$ cat src/rtl/microseq_if.sv
// Handshake and microcode-load bundle for the microprogram sequencer.
// The master side starts runs and loads code; the slave side is the sequencer.
interface microseq_if #(
  parameter int ADDR_W = 4,
  parameter int N_COND = 2,
  parameter int OUT_W  = 4
);
  localparam int CSEL_W =
    (N_COND > 1) ? $clog2(N_COND) : 1;
  localparam int MI_W =
    3 + CSEL_W + 1 + ADDR_W + OUT_W;

  logic              start;
  logic [N_COND-1:0] cond;
  logic              prog_we;
  logic [ADDR_W-1:0] prog_addr;
  logic [MI_W-1:0]   prog_data;
  logic [OUT_W-1:0]  out;
  logic [ADDR_W-1:0] pc;
  logic              busy;
  logic              done;
  logic              err;

  modport master (
    output start, cond,
    output prog_we, prog_addr, prog_data,
    input  out, pc, busy, done, err
  );

  modport slave (
    input  start, cond,
    input  prog_we, prog_addr, prog_data,
    output out, pc, busy, done, err
  );
endinterface

$ cat src/rtl/microseq.sv
// Microprogram sequencer: loadable store, cond branches/waits,
// start/busy/done handshake and a step watchdog.
module microseq #(
  parameter int ADDR_W     = 4,
  parameter int N_COND     = 2,
  parameter int OUT_W      = 4,
  parameter int START_ADDR = 0,
  parameter int MAX_STEPS  = 64
) (
  input logic       clk,
  input logic       reset,
  microseq_if.slave bus
);
  localparam int DEPTH = 2 ** ADDR_W;
  localparam int CSEL_W =
    (N_COND > 1) ? $clog2(N_COND) : 1;
  localparam int MI_W =
    3 + CSEL_W + 1 + ADDR_W + OUT_W;

  localparam logic [2:0] OP_NEXT = 3'd0;
  localparam logic [2:0] OP_JUMP = 3'd1;
  localparam logic [2:0] OP_BR   = 3'd2;
  localparam logic [2:0] OP_WAIT = 3'd3;
  localparam logic [2:0] OP_HALT = 3'd4;

  localparam logic [ADDR_W-1:0] PC0 =
    ADDR_W'(START_ADDR);
  localparam logic [15:0] LAST_STEP =
    16'(MAX_STEPS - 1);

  typedef enum logic {
    IDLE,
    RUN
  } state_t;

  state_t            st, st_n;
  logic [ADDR_W-1:0] pc_q, pc_n;
  logic [OUT_W-1:0]  out_q, out_n;
  logic [15:0]       steps, steps_n;
  logic              done_q, done_n;
  logic              err_q, err_n;

  logic [MI_W-1:0]   mem [DEPTH];
  logic [MI_W-1:0]   mi;
  logic [2:0]        op;
  logic [CSEL_W-1:0] csel;
  logic              pol;
  logic [ADDR_W-1:0] target;
  logic [OUT_W-1:0]  outv;
  logic [ADDR_W-1:0] pc_inc;
  logic              c;
  logic              busy;

  assign busy   = (st == RUN);
  assign mi     = mem[pc_q];
  assign op     = mi[MI_W-1 -: 3];
  assign csel   = mi[ADDR_W+OUT_W+1 +: CSEL_W];
  assign pol    = mi[ADDR_W+OUT_W];
  assign target = mi[OUT_W +: ADDR_W];
  assign outv   = mi[OUT_W-1:0];
  assign pc_inc = pc_q + ADDR_W'(1);

  // Out-of-range selects evaluate false.
  always_comb begin
    c = 1'b0;
    for (int i = 0; i < N_COND; i++) begin
      if (csel == CSEL_W'(i))
        c = (bus.cond[i] == pol);
    end
  end

  always_ff @(posedge clk) begin
    if (bus.prog_we && !busy)
      mem[bus.prog_addr] <= bus.prog_data;
  end

  always_ff @(posedge clk) begin
    if (reset) begin
      st     <= IDLE;
      pc_q   <= PC0;
      out_q  <= '0;
      steps  <= '0;
      done_q <= 1'b0;
      err_q  <= 1'b0;
    end else begin
      st     <= st_n;
      pc_q   <= pc_n;
      out_q  <= out_n;
      steps  <= steps_n;
      done_q <= done_n;
      err_q  <= err_n;
    end
  end

  always_comb begin
    st_n    = st;
    pc_n    = pc_q;
    out_n   = out_q;
    steps_n = steps;
    done_n  = 1'b0;
    err_n   = 1'b0;
    unique case (st)
      IDLE: begin
        if (bus.start) begin
          st_n    = RUN;
          pc_n    = PC0;
          steps_n = '0;
        end
      end
      RUN: begin
        steps_n = steps + 16'd1;
        if (op >= OP_HALT) begin
          st_n   = IDLE;
          pc_n   = PC0;
          out_n  = outv;
          done_n = (op == OP_HALT);
          err_n  = (op != OP_HALT);
        end else if (steps == LAST_STEP) begin
          // Watchdog abort leaves out untouched.
          st_n  = IDLE;
          pc_n  = PC0;
          err_n = 1'b1;
        end else begin
          out_n = outv;
          unique case (1'b1)
            (op == OP_NEXT): pc_n = pc_inc;
            (op == OP_JUMP): pc_n = target;
            (op == OP_BR):   pc_n = c ? target : pc_inc;
            (op == OP_WAIT): pc_n = c ? pc_inc : pc_q;
            default:         pc_n = pc_inc;
          endcase
        end
      end
      default: st_n = IDLE;
    endcase
  end

  assign bus.out  = out_q;
  assign bus.pc   = pc_q;
  assign bus.busy = busy;
  assign bus.done = done_q;
  assign bus.err  = err_q;
endmodule

$ cat src/flat_wrapper.sv
// flat-port wrapper written by rule: the top's interface ports become plain ports
module microseq_flat 
#(
  parameter int ADDR_W     = 4,
  parameter int N_COND     = 2,
  parameter int OUT_W      = 4,
  parameter int START_ADDR = 0,
  parameter int MAX_STEPS  = 64
)
  (clk, reset, bus_start, bus_cond, bus_prog_we, bus_prog_addr, bus_prog_data, bus_out, bus_pc, bus_busy, bus_done, bus_err);
  microseq_if #(.ADDR_W(ADDR_W), .N_COND(N_COND), .OUT_W(OUT_W)) bus_i ();
  input logic clk;
  input logic reset;
  input wire logic [$bits(bus_i.start)-1:0] bus_start;
  input wire logic [$bits(bus_i.cond)-1:0] bus_cond;
  input wire logic [$bits(bus_i.prog_we)-1:0] bus_prog_we;
  input wire logic [$bits(bus_i.prog_addr)-1:0] bus_prog_addr;
  input wire logic [$bits(bus_i.prog_data)-1:0] bus_prog_data;
  output wire logic [$bits(bus_i.out)-1:0] bus_out;
  output wire logic [$bits(bus_i.pc)-1:0] bus_pc;
  output wire logic [$bits(bus_i.busy)-1:0] bus_busy;
  output wire logic [$bits(bus_i.done)-1:0] bus_done;
  output wire logic [$bits(bus_i.err)-1:0] bus_err;
  assign bus_i.start = bus_start;
  assign bus_i.cond = bus_cond;
  assign bus_i.prog_we = bus_prog_we;
  assign bus_i.prog_addr = bus_prog_addr;
  assign bus_i.prog_data = bus_prog_data;
  assign bus_out = bus_i.out;
  assign bus_pc = bus_i.pc;
  assign bus_busy = bus_i.busy;
  assign bus_done = bus_i.done;
  assign bus_err = bus_i.err;
  microseq #(.ADDR_W(ADDR_W), .N_COND(N_COND), .OUT_W(OUT_W), .START_ADDR(START_ADDR), .MAX_STEPS(MAX_STEPS)) u_core (.clk(clk), .reset(reset), .bus(bus_i));
endmodule
$ cat config.mk
export PLATFORM = sky130hd
export DESIGN_NAME = microseq_flat
export DESIGN_NICKNAME = d
export VERILOG_FILES = /design/src/rtl/microseq_if.sv /design/src/rtl/microseq.sv /design/src/flat_wrapper.sv
export SDC_FILE = /design/constraint.sdc
export NUM_CORES = 1
export LEC_CHECK = 0
export BUFFER_PORTS_ARGS = -buffer_cell sky130_fd_sc_hd__buf_4
export CAP_MARGIN = 20
export CORE_MARGIN = 2
export CORE_UTILIZATION = 40
export CTS_BUF_LIST = sky130_fd_sc_hd__clkbuf_2 sky130_fd_sc_hd__clkbuf_4 sky130_fd_sc_hd__clkbuf_8
export DETAILED_ROUTE_END_ITERATION = 8
export SLEW_MARGIN = 30
export SYNTH_ARGS = -nofsm -noshare
export SYNTH_HDL_FRONTEND = slang
export SYNTH_SLANG_ARGS = --single-unit
$ cat constraint.sdc
create_clock -name clk -period 3.7 [get_ports clk]
set_clock_uncertainty 0.05 [all_clocks]
set_input_delay 0.74 -clock clk [delete_from_list [all_inputs] [get_ports clk]]
set_output_delay 0.74 -clock clk [all_outputs]
set_load 0.005 [all_outputs]
-- After elaboration in Yosys (flattened, before gate mapping)
Memory sizes are Yosys's and may differ from the RTL's. A register that Yosys moved wholly into a read port is not among the register bits.
Index checks and enable logic that the tools add are counted.
- bits in registers: 27
- RAM bits: 208
- input port bits: 23
- output and inout port bits: 11
- memories: 1
- memories (name ; depth ; width ; read ports ; clocked after memory_dff ; write ports ; RTL line ; text):
    u_core.mem ; 16 ; 13 ; 1 ; 1 ; 1 ; microseq.sv:43 ; logic [MI_W-1:0] mem [DEPTH];
- add/subtract/negate cells: 2
- magnitude comparators: 1
- equality and inequality tests: 11
- mux-type cells: 22
- bitwise logic cells: 2
- reduce and logical (&&, ||, !) cells: 6
- operator list (cell ; number):
    $mux W4 ; 9
    $pmux W16 S2 ; 1
    $add A16 B1 Y16 const B ; 1
    $eq A16 B6 Y1 const B ; 1
    $mux W16 ; 1
    $pmux W4 S3 ; 1
    $mux W1 ; 8
    $pmux W4 S2 ; 1
    $eq A3 B2 Y1 const B ; 2
    $ne A5 B5 Y1 const B ; 1
    $add A4 B1 Y4 const B ; 1
    $reduce_and A2 Y1 ; 2
    $eq A3 B1 Y1 const B ; 1
    $eq A3 B3 Y1 const B ; 1
    $ge A3 B3 Y1 const B ; 1
    $ne A3 B3 Y1 const B ; 1
    $reduce_or A3 Y1 ; 1
    $eq A1 B1 Y1 ; 2
    $ne A2 B1 Y1 const B ; 1
    $ne A2 B2 Y1 const B ; 1
    $not A1 Y1 ; 2
    $pmux W1 S2 ; 1
    $reduce_or A2 Y1 ; 1
    $logic_and A1 B1 Y1 ; 1
    $logic_not A1 Y1 ; 1

-- Depth between registers and ports, before layout
Gate-level depths: netlist of the first run.
- depth after elaboration: 9
- mapped depth: 11

-- Least setup slack after synthesis of the first run
OpenSTA, ideal clock, no wires.
- path type: register to register
- from: reg with a tool-made name
- to: reg with a tool-made name
- data arrival time: 2.548 ns
- data required time: 3.527 ns
- setup slack: 0.978 ns
- cell stages (with the launch flop): 9
- buffers on the path: 4
- clock period less this slack: 2.722 ns
- path through: dfxtp_1 -> buf_6 -> buf_2 -> buf_2 -> buf_2 -> mux4_2 -> mux4_2 -> mux2i_1 -> o2bb2ai_1

==> results of run 1 <==
-- cells by family (layout without fill, tap and decap cells) --
| group | Yosys count | in the layout | synth area share (%) |
|---|---|---|---|
| AOI/OAI and AO/OA | 36 | 36 | 2.67 |
| muxes | 81 | 81 | 16.5 |
| and+or+nand+nor | 106 | 106 | 5.72 |
| buffers and inverters | 31 | 138 | 1.70 |
| xor gates and xnor gates | 3 | 3 | 0.279 |
| adders and majority gates | 2 | 2 | 0.265 |
| DFF | 239 | 239 | 72.9 |
-- critical path: cells and delay by family (launching register included) --
kind,cells,cell delay [ns]
flip-flops,1,0.83
multiplexers,1,0.42
AND/OR/NAND/NOR,2,0.47
AO/OA/AOI/OAI,4,1.11
-- sequential cells by signal, indices dropped and copies added, names as in the netlist, named ones only --
signal	count
u_core.bus.busy	1
u_core.bus.done	1
u_core.bus.err	1
u_core.bus.out	4
u_core.bus.pc	4
u_core.mem	208
u_core.steps	16
-- layout make-up --
cell class | instances | area (sq um)
fill | 1987 | 12400
clock inverter | 15 | 71.3
multi-input combinational | 228 | 2420
sequential | 239 | 6870
tap | 319 | 399
inverter | 11 | 41.3
clock buffer | 56 | 689
timing repair buffer | 56 | 420
-- cell usage after synthesis (6+ instances only) --
cell,instances,share of area [%]
dfxtp_1,31,6.6
nor2_1,34,1.4
mux4_2,59,14
nor3_1,10,0.53
mux2i_1,19,2.0
buf_2,7,0.37
and3_1,7,0.46
nand3_1,9,0.48
edfxtp_1,208,66
nand2_1,15,0.60
clkbuf_1,6,0.24
inv_1,10,0.40
a21oi_1,12,0.64
-- where the power goes --
group	total, uW	leakage, uW	internal, uW	switching, uW
Clock	2200	0.000395	1200	1000
Sequential	2980	0.00213	2960	19.1
Combinational	205	0.000961	87.0	118
Total	5390	0.00348	4250	1140
-- worst paths after layout --
check,from,endpoint,slack [ns],cells after the start
worst max register to register,flip-flop,flip-flop,0.67,7
worst min register to register,u_core.steps[3]$_SDFFE_PP0P_,u_core.steps[3]$_SDFFE_PP0P_,0.44,1
worst max-delay path,flip-flop,flip-flop,0.67,7
worst min-delay path,u_core.steps[3]$_SDFFE_PP0P_,u_core.steps[3]$_SDFFE_PP0P_,0.44,1
-- per-stage QoR --
step	utilization (%)	worst slack, ns	instances	hold WS [ns]	power (uW)
6_report	46.8	0.671	924	0.441	5390
5_1_grt	46.8	0.368	924	0.458	5580
2_1_floorplan	-	0.978	498	0.393	3140
3_5_place_dp	43.5	0.655	853	0.435	3240
3_3_place_gp	43.5	0.734	853	0.416	3230
4_1_cts	46.8	0.598	924	0.431	5460
-- metal layers --
metal  GRT usage [%]  vias up  wire [microns]
met3            3.50       32             965
met2            28.5      133           10200
met4            6.45        2             533
met5               0        -              12
li1                -     2177               -
met1            21.8     2563            8530
==> flow_summary_export.csv, run 1 <==
group,metric,value,unit
outcome,outcome,"complete, no violations",
critical_path,critPathRequiredTime,4.04,ns
placement,placed_cell_area,10100,sq um
cells_and_area,area_delta_synth_final,15.8,%
pwr,p_leak,0.00348,uW
cells_and_area,final_common_cell,"edfxtp_1",
drt,via_count,4907,
yosys,synth-seq-cells,239,
floorplan,io_pins,34,
clock_network,clockRootBuffer,"clkbuf_8",
pwr,ir_drop,0.238,mV
floorplan,core,23300,sq um
critical_path,cp_cell_sequence,"mux4_2, a22oi_1, and3_1, nand2b_1, o31ai_2, a21oi_1, o32ai_1",
critical_path,arrival,3.37,ns
yosys,async_reset_ff_share,0,%
yosys,syn_area,9420,sq um
yosys,synth_nets,523,
clock_network,clk_pin_slew,0.06,ns
placement,hpwlAfterDp,11900,microns
drt,wl_per_cell,21.9,microns
grt,grt_antenna_before_repair,1,
grt,gr-total-overflow,0,
cells_and_area,finalInstanceArea,10900,sq um
cells_and_area,antenna_cells_inserted,0,
sta,hold_violations,0,
sta,max_freq,0.330,GHz
drt,ant_nets,0,
critical_path,critical_path_class,"reg2reg",
yosys,synth_edf_count,208,
clock_network,clock_path_buffers,3,
sta,drv_slew,0,
grt,grt_pass1_wl,30600,microns
drt,post_drt_via_cell_ratio,5.31,
yosys,synth.distinct_cells,50,
pwr,power_density,494,nW/um^2
yosys,ys_seq_area_share,72.9,%
clock_network,clk_latency,0.52,ns
critical_path,slowest_delay,0.83,ns
sta,max_slew_margin,47.0,%
critical_path,crit_fanout,15,
floorplan,start_util,40.4,%
drt,first_iter_violations,440,
clock_network,cts_tree,"built",
critical_path,cp_slowest_cell,"dfxtp_1",
grt,track_usage,17.0,%
yosys,syn_avg_cell_area,18.9,sq um
grt,grt_pass1_vias,5102,
cells_and_area,final_cell_mix,"edfxtp_1 (208), mux4_2 (59), buf_4 (56), clkbuf_8 (43), nor2_1 (34)",
yosys,yosys_most_used_dff,"edfxtp_1",
job,maxCapViolCount,0,
sta,tns,0,ns
sta,finalSetupViolations,0,
critical_path,cp-start-kind,"flip-flop",
clock_network,ctsHoldBuffers,0,
yosys,ys_warn_count,0,
floorplan,die_x,157,microns
floorplan,fp-row-count,56,
cells_and_area,final_nets,601,
sta,post-route-min-period,3.03,ns
clock_network,cts_setup_buffers,0,
cells_and_area,drive_above_1_share,31.9,%
placement,gp_congestion,0.830,
clock_network,cts_buffers,40,
drt,drt_pre_antenna_iters,4,
sta,rsz0062_at_grt,"false",
min_path,hold_class,"reg2reg",
drt,drc,0,
placement,port_buffers,33,
sta,worst_slew_pin_slew,0.794,ns
sta,fin_crit_sh,81.9,%
clock_network,clock-sinks,239,
critical_path,crit_path_end_kind,"flip-flop",
clock_network,cts_resized,0,
drt,wl,20200,microns
yosys,postSynthCellCount,498,
clock_network,htreeDepth,2,
floorplan,fp.dieArea,24800,sq um
grt,grt_max_degree,33,
floorplan,die_h,157,microns
No activity file was read; power rests on OpenSTA's default activity.
==> run 2, diff against run 1 <==
ABC_AREA = 1   (was unset)
clock period = 2.65 ns   (was 3.7 ns; I/O delays follow)
==> flow_summary_export.csv, run 2 <==
group,metric,value,unit
drt,drc,0,
clock_network,cts_setup_buffers,0,
grt,grt_pass1_vias,6518,
pwr,p_total,7950,uW
yosys,synth_fa_ha_area_share,0.253,%
floorplan,io_pins,34,
drt,wl,23600,microns
cells_and_area,area_delta_synth_final,15.8,%
yosys,ys_warn_count,0,
yosys,yosysMostFrequentCell,"nand2_1",
clock_network,cts_tree,"built",
critical_path,cp_common_cell,"nand3_1",
pwr,ir_drop,0.401,mV
grt,grt_antenna_before_repair,0,
clock_network,cts_resized,0,
cells_and_area,reg_top3,"u_core.mem: 208 flops, u_core.steps: 16 flops",
cells_and_area,drive_above_1_share,16.3,%
cells_and_area,multi_input_area,2560,sq um
drt,ant_nets,0,
yosys,postSynthCellCount,885,
clock_network,cts_buffers,41,
critical_path,slowest_delay,0.55,ns
yosys,synth_compound_area_share,7.87,%
clock_network,clock_path_buffers,3,
drt,wl_per_cell,18.0,microns
placement,placed_cell_area,10600,sq um
drt,first_iter_violations,635,
yosys,synth_edf_count,208,
yosys,netlist.area_leader.share,63.1,%
placement,hpwlAfterDp,14100,microns
floorplan,die_x,161,microns
outcome,outcome,"complete, no violations",
yosys,synth-seq-cells,239,
yosys,async_reset_ff_share,0,%
sta,fin_crit_sh,84.9,%
sta,worst_slew_pin_slew,0.613,ns
cells_and_area,regMostFlops,"u_core.mem",
yosys,yosys_most_used_dff,"edfxtp_1",
yosys,synth_nets,910,
yosys,synth_area_leader_cell,"edfxtp_1",
clock_network,clk_latency,0.54,ns
clock_network,clockRootBuffer,"clkbuf_8",
cells_and_area,final_common_cell,"nand2_1",
clock_network,ctsHoldBuffers,0,
yosys,syn_area,9900,sq um
grt,grt_pass1_wl,36800,microns
sta,hold_violations,0,
floorplan,fp-row-count,57,
min_path,hold_class,"in2reg",
grt,track_usage,18.6,%
cells_and_area,final-seq-area,6870,sq um
critical_path,arrival,2.64,ns
critical_path,cp-start-kind,"flip-flop",
floorplan,fp.dieArea,26000,sq um
grt,grt_max_degree,46,
yosys,synthTopCellsByArea,"edfxtp_1 (63%), nand2_1 (8.1%), dfxtp_1 (6.3%)",
sta,finalSetupViolations,0,
critical_path,critPathRequiredTime,3.04,ns
floorplan,core,24300,sq um
drt,post_drt_via_cell_ratio,5.10,
critical_path,cp_slowest_cell,"dfxtp_4",
drt,via_count,6690,
yosys,synthMuxAreaShare,0,%
critical_path,cp_cell_sequence,"inv_6, or2_0, nand2_1, nand3_1, nand3_1, nand2_2, inv_2, o21ai_1, nor2_1, nand2_1, inv_2, nand3_1, a21oi_1",
floorplan,start_util,40.7,%
yosys,ys_seq_area_share,69.3,%
sta,rsz0062_at_grt,"false",
pwr,power_density,693,nW/um^2
yosys,synth_top_family_by_area,"simple AND/OR/NAND/NOR gates",
cells_and_area,fillCellCount,2221,
placement,gp_congestion,0.817,
grt,gr-total-overflow,0,
clock_network,htreeDepth,2,
drt,drt_pre_antenna_iters,5,
sta,max_freq,0.444,GHz
placement,port_buffers,33,
floorplan,die_h,161,microns
yosys,synthXorXnorAreaFrac,0.177,%
sta,max_slew_margin,59.1,%
critical_path,crit_fanout,43,
cells_and_area,antenna_cells_inserted,0,
pwr,p_leak,0.00428,uW
sta,tns,0,ns
yosys,synth-simple-area-share,17.6,%
clock_network,clk_pin_slew,0.05,ns
sta,drv_slew,0,
critical_path,crit_path_end_kind,"flip-flop",
yosys,synth_common_cells,"nand2_1 (214), edfxtp_1 (208), nor2_1 (98), nand3_1 (76), o21ai_0 (48)",
job,maxCapViolCount,0,
yosys,syn_avg_cell_area,11.2,sq um
clock_network,clock-sinks,239,
sta,post-route-min-period,2.25,ns
cells_and_area,finalInstanceArea,11500,sq um
cells_and_area,final_nets,980,
yosys,synth.distinct_cells,45,
cells_and_area,final_cell_mix,"nand2_1 (214), edfxtp_1 (208), nor2_1 (98), nand3_1 (76), buf_4 (69)",
cells_and_area,largest_reg_flops,208,
critical_path,critical_path_class,"reg2reg",
[run 2: cell types whose count changed in the layout (fill, tap and decap cells not counted), sizes merged, moves of 20 or more]
cell   previous run  this run
mux4             59         0
a21oi            12        32
nand2            15       217
inv              10        51
o21ai             4        52
nor2             34       101
mux2i            20         0
nand3             9        81
[run 2: final timing paths]
kind	cells past startpoint	end	startpoint	slack (ns)
worst min register to register	1	u_core.steps[0]$_SDFFE_PP0P_	u_core.steps[0]$_SDFFE_PP0P_	0.43
worst min-delay path	1	u_core.mem[14][10]$_DFFE_PP_	bus_prog_data[10]	0.24
worst max register to register	13	flip-flop	flip-flop	0.40
worst max-delay path	13	flip-flop	flip-flop	0.40
[run 2: metrics by stage]
stage / setup slack, ns / util [%] / hold slack [ns] / instances
global route: 0.169 / 47.2 / 0.229 / 1311
CTS: 0.380 / 47.2 / 0.222 / 1311
finish: 0.399 / 47.2 / 0.243 / 1311
detailed placement: 0.420 / 43.7 / 0.428 / 1236
global placement: 0.474 / 43.7 / 0.412 / 1236
floorplan: 0.752 / - / 0.393 / 885
[run 2: final cells by class]
class / count / share of cell area [%]
flip-flops and latches: 239 / 59.9
well taps: 324 / 3.53
repair buffers: 72 / 5.04
clock buffers: 61 / 6.45
clock inverters: 14 / 0.992
multi-input cells: 549 / 22.3
inverters: 52 / 1.75
[run 2: cell families (layout without fill, tap and decap cells)]
group | Yosys count | after routing
buf+inv | 97 | 199
flops | 239 | 239
compound gates | 131 | 131
xor+xnor | 2 | 2
simple gates | 414 | 414
fa+ha+maj | 2 | 2
[run 2: worst max-delay path: cells and delay by family, from the launching register on]
kind                   cells  cell delay [ns]
AO/OA/AOI/OAI              2             0.24
buffers and inverters      3             0.38
flip-flops                 1             0.55
AND/OR/NAND/NOR            8             0.92
[run 2: report_power, final]
| group | internal (uW) | leakage (uW) | switching [uW] | total, uW |
|---|---|---|---|---|
| combinational | 122 | 0.00169 | 267 | 389 |
| sequential | 4140 | 0.00213 | 22.8 | 4160 |
| clock | 1980 | 0.000452 | 1420 | 3400 |
| total | 6240 | 0.00428 | 1710 | 7950 |
[run 2: per-layer routing]
metal	GRT usage (%)	routed length, microns	share of wire (%)
met4	8.36	808	3.4
met1	25.0	10300	44
met2	29.5	10900	46
met5	0	0	0
met3	3.31	1570	6.7
